[config.mk]
export PLATFORM = sky130hd
export DESIGN_NAME = ternary_serial_adder
export DESIGN_NICKNAME = d
export VERILOG_FILES = /design/src/rtl/ternary_pkg.sv /design/src/rtl/ternary_full_adder_1digit.sv /design/src/rtl/ternary_half_adder_1digit.sv /design/src/rtl/ternary_serial_adder.sv
export SDC_FILE = /design/constraint.sdc
export NUM_CORES = 1
export LEC_CHECK = 0
export ABC_AREA = 1
export BUFFER_PORTS_ARGS = -buffer_cell sky130_fd_sc_hd__buf_4
export CAP_MARGIN = 15
export CORE_MARGIN = 2
export CORE_UTILIZATION = 45
export CTS_BUF_LIST = sky130_fd_sc_hd__clkbuf_8
export DETAILED_ROUTE_END_ITERATION = 8
export MAX_ROUTING_LAYER = met4
export PLACE_DENSITY = 0.64
export RECOVER_POWER = 50
export SKIP_CTS_REPAIR_TIMING = 1
export SLEW_MARGIN = 20
export SYNTH_ARGS = -nofsm -noshare
export SYNTH_HDL_FRONTEND = slang
export SYNTH_HIERARCHICAL = 1
export SYNTH_SLANG_ARGS = --single-unit
[constraint.sdc]
create_clock -name clk -period 5.6 [get_ports clk]
set_input_delay 0 -clock clk [delete_from_list [all_inputs] [get_ports clk]]
set_output_delay 0 -clock clk [all_outputs]
set_load 0.05 [all_outputs]
[src/rtl/ternary_pkg.sv]
// Shared ternary types: digit encoding, digit constants and the serial-adder FSM states.
package ternary_pkg;

   typedef logic [1:0] digit_t;

   localparam digit_t T0   = 2'b00;
   localparam digit_t T1   = 2'b01;
   localparam digit_t T2   = 2'b10;
   localparam digit_t TBAD = 2'b11;

   typedef enum logic [1:0] {
      IDLE = 2'd0,
      ADD  = 2'd1,
      DONE = 2'd2
   } state_t;

   // True for the one code that does not represent a ternary digit.
   function automatic logic is_bad_digit(input digit_t d);
      return (d == TBAD);
   endfunction

endpackage

[src/rtl/ternary_full_adder_1digit.sv]
// One-digit ternary full adder built from two half adders.
// Worst case 2+2+1 = 12 (base 3), so the two partial carries never coincide
// and a plain OR yields the slice carry.
module ternary_full_adder_1digit
   import ternary_pkg::*;
(
   input  digit_t x,
   input  digit_t y,
   input  logic   cin,
   output digit_t s,
   output logic   cout
);

   digit_t s1;
   logic   c1;
   logic   c2;
   digit_t cin_digit;

   assign cin_digit = cin ? T1 : T0;

   ternary_half_adder_1digit u_ha_xy (
      .x (x),
      .y (y),
      .s (s1),
      .c (c1)
   );

   ternary_half_adder_1digit u_ha_cin (
      .x (s1),
      .y (cin_digit),
      .s (s),
      .c (c2)
   );

   assign cout = c1 | c2;

endmodule

[src/rtl/ternary_half_adder_1digit.sv]
// One-digit ternary half adder: s = (x+y) mod 3, c = (x+y) >= 3.
// Output for the illegal code is don't-care; callers flag and discard it.
module ternary_half_adder_1digit
   import ternary_pkg::*;
(
   input  digit_t x,
   input  digit_t y,
   output digit_t s,
   output logic   c
);

   logic [2:0] total;

   // Add the two digit values and fold anything at or above 3 into a carry.
   always_comb begin
      total = {1'b0, x} + {1'b0, y};
      if (total >= 3'd3) begin
         s = digit_t'(total - 3'd3);
         c = 1'b1;
      end else begin
         s = digit_t'(total);
         c = 1'b0;
      end
   end

endmodule

[src/rtl/ternary_serial_adder.sv]
// Digit-serial ternary adder: N digits, LSD first, one digit per clock.
// Start is taken only in IDLE; results are published on the DONE cycle and
// held until the following operation completes.
module ternary_serial_adder
   import ternary_pkg::*;
#(
   parameter int N = 4
) (
   input  logic           clk,
   input  logic           rst,
   input  logic           start,
   input  logic [2*N-1:0] a,
   input  logic [2*N-1:0] b,
   output logic           ready,
   output logic           done,
   output logic [2*N-1:0] sum,
   output logic           cout,
   output logic           err
);

   localparam int CW = $clog2(N + 1);
   localparam logic [CW-1:0] LAST = CW'(N - 1);

   state_t         state_q, state_d;
   logic [CW-1:0]  cnt_q, cnt_d;
   logic [2*N-1:0] opa_q, opa_d;
   logic [2*N-1:0] opb_q, opb_d;
   logic [2*N-1:0] res_q, res_d;
   logic           carry_q, carry_d;
   logic           bad_q, bad_d;
   logic           ready_q, ready_d;
   logic           done_q, done_d;
   logic [2*N-1:0] sum_q, sum_d;
   logic           cout_q, cout_d;
   logic           err_q, err_d;

   digit_t         slice_s;
   logic           slice_c;
   logic [2*N+1:0] res_ext;

   // True if any digit of the operand carries the illegal code.
   function automatic logic has_bad(input logic [2*N-1:0] v);
      logic bad;
      bad = 1'b0;
      for (int i = 0; i < N; i++) begin
         bad = bad | is_bad_digit(v[2*i +: 2]);
      end
      return bad;
   endfunction

   ternary_full_adder_1digit u_slice (
      .x    (opa_q[1:0]),
      .y    (opb_q[1:0]),
      .cin  (carry_q),
      .s    (slice_s),
      .cout (slice_c)
   );

   // Next-state and datapath: load on start, shift one digit per ADD cycle,
   // publish (or force to zero on illegal input) at the last digit.
   always_comb begin
      state_d = state_q;
      cnt_d   = cnt_q;
      opa_d   = opa_q;
      opb_d   = opb_q;
      res_d   = res_q;
      carry_d = carry_q;
      bad_d   = bad_q;
      ready_d = ready_q;
      done_d  = 1'b0;
      sum_d   = sum_q;
      cout_d  = cout_q;
      err_d   = err_q;
      res_ext = {slice_s, res_q};

      case (state_q)
         IDLE: begin
            ready_d = 1'b1;
            if (start) begin
               opa_d   = a;
               opb_d   = b;
               res_d   = '0;
               carry_d = 1'b0;
               cnt_d   = '0;
               bad_d   = has_bad(a) | has_bad(b);
               ready_d = 1'b0;
               state_d = ADD;
            end
         end
         ADD: begin
            opa_d   = opa_q >> 2;
            opb_d   = opb_q >> 2;
            res_d   = res_ext[2*N+1:2];
            carry_d = slice_c;
            cnt_d   = cnt_q + CW'(1);
            if (cnt_q == LAST) begin
               state_d = DONE;
               done_d  = 1'b1;
               sum_d   = bad_q ? '0 : res_ext[2*N+1:2];
               cout_d  = bad_q ? 1'b0 : slice_c;
               err_d   = bad_q;
            end
         end
         DONE: begin
            state_d = IDLE;
            ready_d = 1'b1;
         end
         default: begin
            state_d = IDLE;
            ready_d = 1'b1;
         end
      endcase
   end

   // State, datapath and registered outputs; reset abandons any operation.
   always_ff @(posedge clk or posedge rst) begin
      if (rst) begin
         state_q <= IDLE;
         cnt_q   <= '0;
         opa_q   <= '0;
         opb_q   <= '0;
         res_q   <= '0;
         carry_q <= 1'b0;
         bad_q   <= 1'b0;
         ready_q <= 1'b1;
         done_q  <= 1'b0;
         sum_q   <= '0;
         cout_q  <= 1'b0;
         err_q   <= 1'b0;
      end else begin
         state_q <= state_d;
         cnt_q   <= cnt_d;
         opa_q   <= opa_d;
         opb_q   <= opb_d;
         res_q   <= res_d;
         carry_q <= carry_d;
         bad_q   <= bad_d;
         ready_q <= ready_d;
         done_q  <= done_d;
         sum_q   <= sum_d;
         cout_q  <= cout_d;
         err_q   <= err_d;
      end
   end

   assign ready = ready_q;
   assign done  = done_q;
   assign sum   = sum_q;
   assign cout  = cout_q;
   assign err   = err_q;

endmodule

==> summary.md <==
| Metric | Value |
|---|---|
| ANT nets after route | 0 |
| Largest cells by area after synthesis | dfrtp_1, nand2_1, o21ai_0, inv_1, ha_1 |
| Gr usage total | 0.169 |
| CTS tree | done |
| Routed len/inst | about 13 um |
| CTS sink cnt | 41 |
| CP Launch Type | register |
| DRC violations left | 0 |
| Initial Util | 0.461 |
| FP Rows | 24 |
| Largest net degree at the start of global routing | 42 |
| Vias | around 1500 |
| Vias per std cell | 4.91 |
| Sequential cell area fraction in the yosys report | 0.515 |
| Commonest non-fill, non-tap cells in the layout | nand2_1, dfrtp_1, o21ai_0 |
| Initial DRC Count | 96 |
| Final GP Congestion | 0.694 |
| Max_slew headroom | -0.454 |
| Hold WS | -0.0176 ns |
| DIE HEIGHT | 70.6 um |
| #FFs+latches synth | 41 |
| Total wire length | approximately 3900 um |
| Layout Utilization | 0.538 |
| Max_cap viols | 1 |
| Yosys warns | 6 |
| Die extent in x | ~70 um |
| Most common cell after layout, fill and taps aside | nand2_1 |
| Fin area | 0.00232 mm^2 |
| CTS buffer count | 5 |
| Clk Latency, worst-skew pair | 0.29 ns |
| Period utilization | 0.530 |
| Fin Setup TNS | 0 ns |
| Top-area cell type share of the netlist area | 0.502 |
| Netlist cell types | 25 |
| RSZ-0062 raised after global routing | no |
| Initial antenna violation count | 0 |
| DR pass1 iterations | 4 |
| Failing checks | negative hold slack, max-capacitance violations, max-slew violations |
| Layout Skew | 0.00428 ns |
| GRT Residual Overflow | 0 |
| Crit end category | register |
| Global-route wire length before repair | 6350 um |
| Layout cells sized above 1 | 0.191 |
| Antenna Cells | 0 |
| Post-DP HPWL | between 2000 and 3000 um |
| H-tree levels | 2 |
| Syn_nets | 245 |
| Cell taking the most area after synthesis | dfrtp_1 |
| Mapped Cells | ~220 |
| Setup violations, final | 0 |
| Clock Pin Slew Worst Setup and Hold Paths | roughly 0.080 ns |
| Worst r2r src | opb_q[0] |
| Critical-path maximum fanout | 3 |
| Placed Area | roughly 0.0022 mm^2 |
| Synth Area per Inst | just over 9 um^2 |
| Post-Syn Area | about 0.002 mm^2 |
| Root Buffer | clkbuf_8 |
| Outcome | complete, but fails checks |
| Area grow syn2layout | 16.6% |
| Core area | 0.00432 mm^2 |
| # IOs | 31 |
| DIE AREA | 0.00498 mm^2 |
| Hold Path Origin | b[3] |
| Tmin final | 2.97 ns |
| Count of final hold-check violations | 2 |
| Worst Max-Slew Pin Slew | 2.18 ns |
| Vias in the first global route | between 1000 and 1500 |
| Worst EP arrival | between 3 and 4 ns |
| Req. time, crit path | 5.76 ns |
| Worst setup startpoint | opb_q[0] |
| I/O Buffers | 30 |
| Final Net Count | 282 |
| Max frequency | 337 MHz |
| Setup CP Type | register to register |
| Clk buf depth | 2 |
| Max-slew violations | 42 |
| Worst hold-check path type | input port to register |
| Fillers | 429 |
==> worst paths after layout <==
check                      cells after the start  slack [ns]       end
setup / recovery                              12        2.63  res_q[6]
hold / removal                                 3       -0.02  opb_q[3]
setup reg to reg                              12        2.63  res_q[6]
hold reg to reg                                2        0.47     ready
max in group asynchronous                      4        3.29  opa_q[6]
min in group asynchronous                      4        1.07   carry_q
==> area by class of cell <==
| type | instances | area [um^2] | share of cell area |
|---|---|---|---|
| sequential | 41 | 1030 | 0.442 |
| multi-input combinational | 143 | 776 | 0.334 |
| clock inverter | 3 | 13.8 | 0.00592 |
| clock buffer | 5 | 68.8 | 0.0296 |
| tap | 52 | 65.1 | 0.0280 |
| timing repair buffer | 38 | 277 | 0.119 |
| inverter | 26 | 97.6 | 0.0420 |
==> sequential cells by signal, indices dropped and copies added, names as in the netlist <==
name / cells
bad_q: 1
carry_q: 1
cnt_q: 3
cout: 1
done: 1
err: 1
opa_q: 8
opb_q: 8
ready: 1
res_q: 6
state_q: 2
sum: 8
==> metrics by stage <==
stage | setup slack [ns] | std cells | hold WS (ns)
6_report | 2.63 | 308 | -0.0176
5_1_grt | 2.41 | 308 | 0.0114
4_1_cts | 2.65 | 301 | -0.150
3_5_place_dp | 2.67 | 293 | 0.172
3_3_place_gp | 2.72 | 293 | 0.172
2_1_floorplan | 2.82 | 218 | 0.110
==> kinds of logic after synthesis <==
logic type	after synthesis	share of synthesized area
flops	41	0.515
compound gates	51	0.137
other cells	1	0.00188
fa+ha+maj	8	0.0578
buf+inv	34	0.0954
simple gates	83	0.192
==> routing by layer <==
| metal | up-vias | wire (um) | global-route usage |
|---|---|---|---|
| li1 | 778 | - | - |
| met1 | 705 | 1870 | 0.244 |
| met2 | 21 | 1830 | 0.229 |
| met3 | 8 | 114 | 0.0356 |
| met4 | 0 | 83 | 0.0776 |
| met5 | - | 0 | - |
==> critical path: stages, from the launching register on <==
cell and delay, ns:
dfrtp_1 0.39, ha_1 0.21, fa_1 0.45, ha_1 0.25
o21ai_0 0.15, nand2_1 0.07, ha_1 0.19, fa_1 0.46
ha_1 0.25, o21ai_0 0.19, nand2_1 0.07, inv_1 0.06
o22ai_1 0.08
==> cells in the mapped netlist (all sizes together) <==
| master | instances |
|---|---|
| dfstp | 1 |
| conb | 1 |
| inv | 26 |
| fa | 2 |
| o22ai | 7 |
| nor2 | 21 |
| buf | 8 |
| nand3 | 15 |
| dfrtp | 40 |
| a21oi | 1 |
| nand2 | 47 |
| o21ai | 42 |
| o21a | 1 |
| ha | 6 |
Power is not shown: default switching activity piles up to over one toggle a cycle in this logic, so the estimate is an artifact.
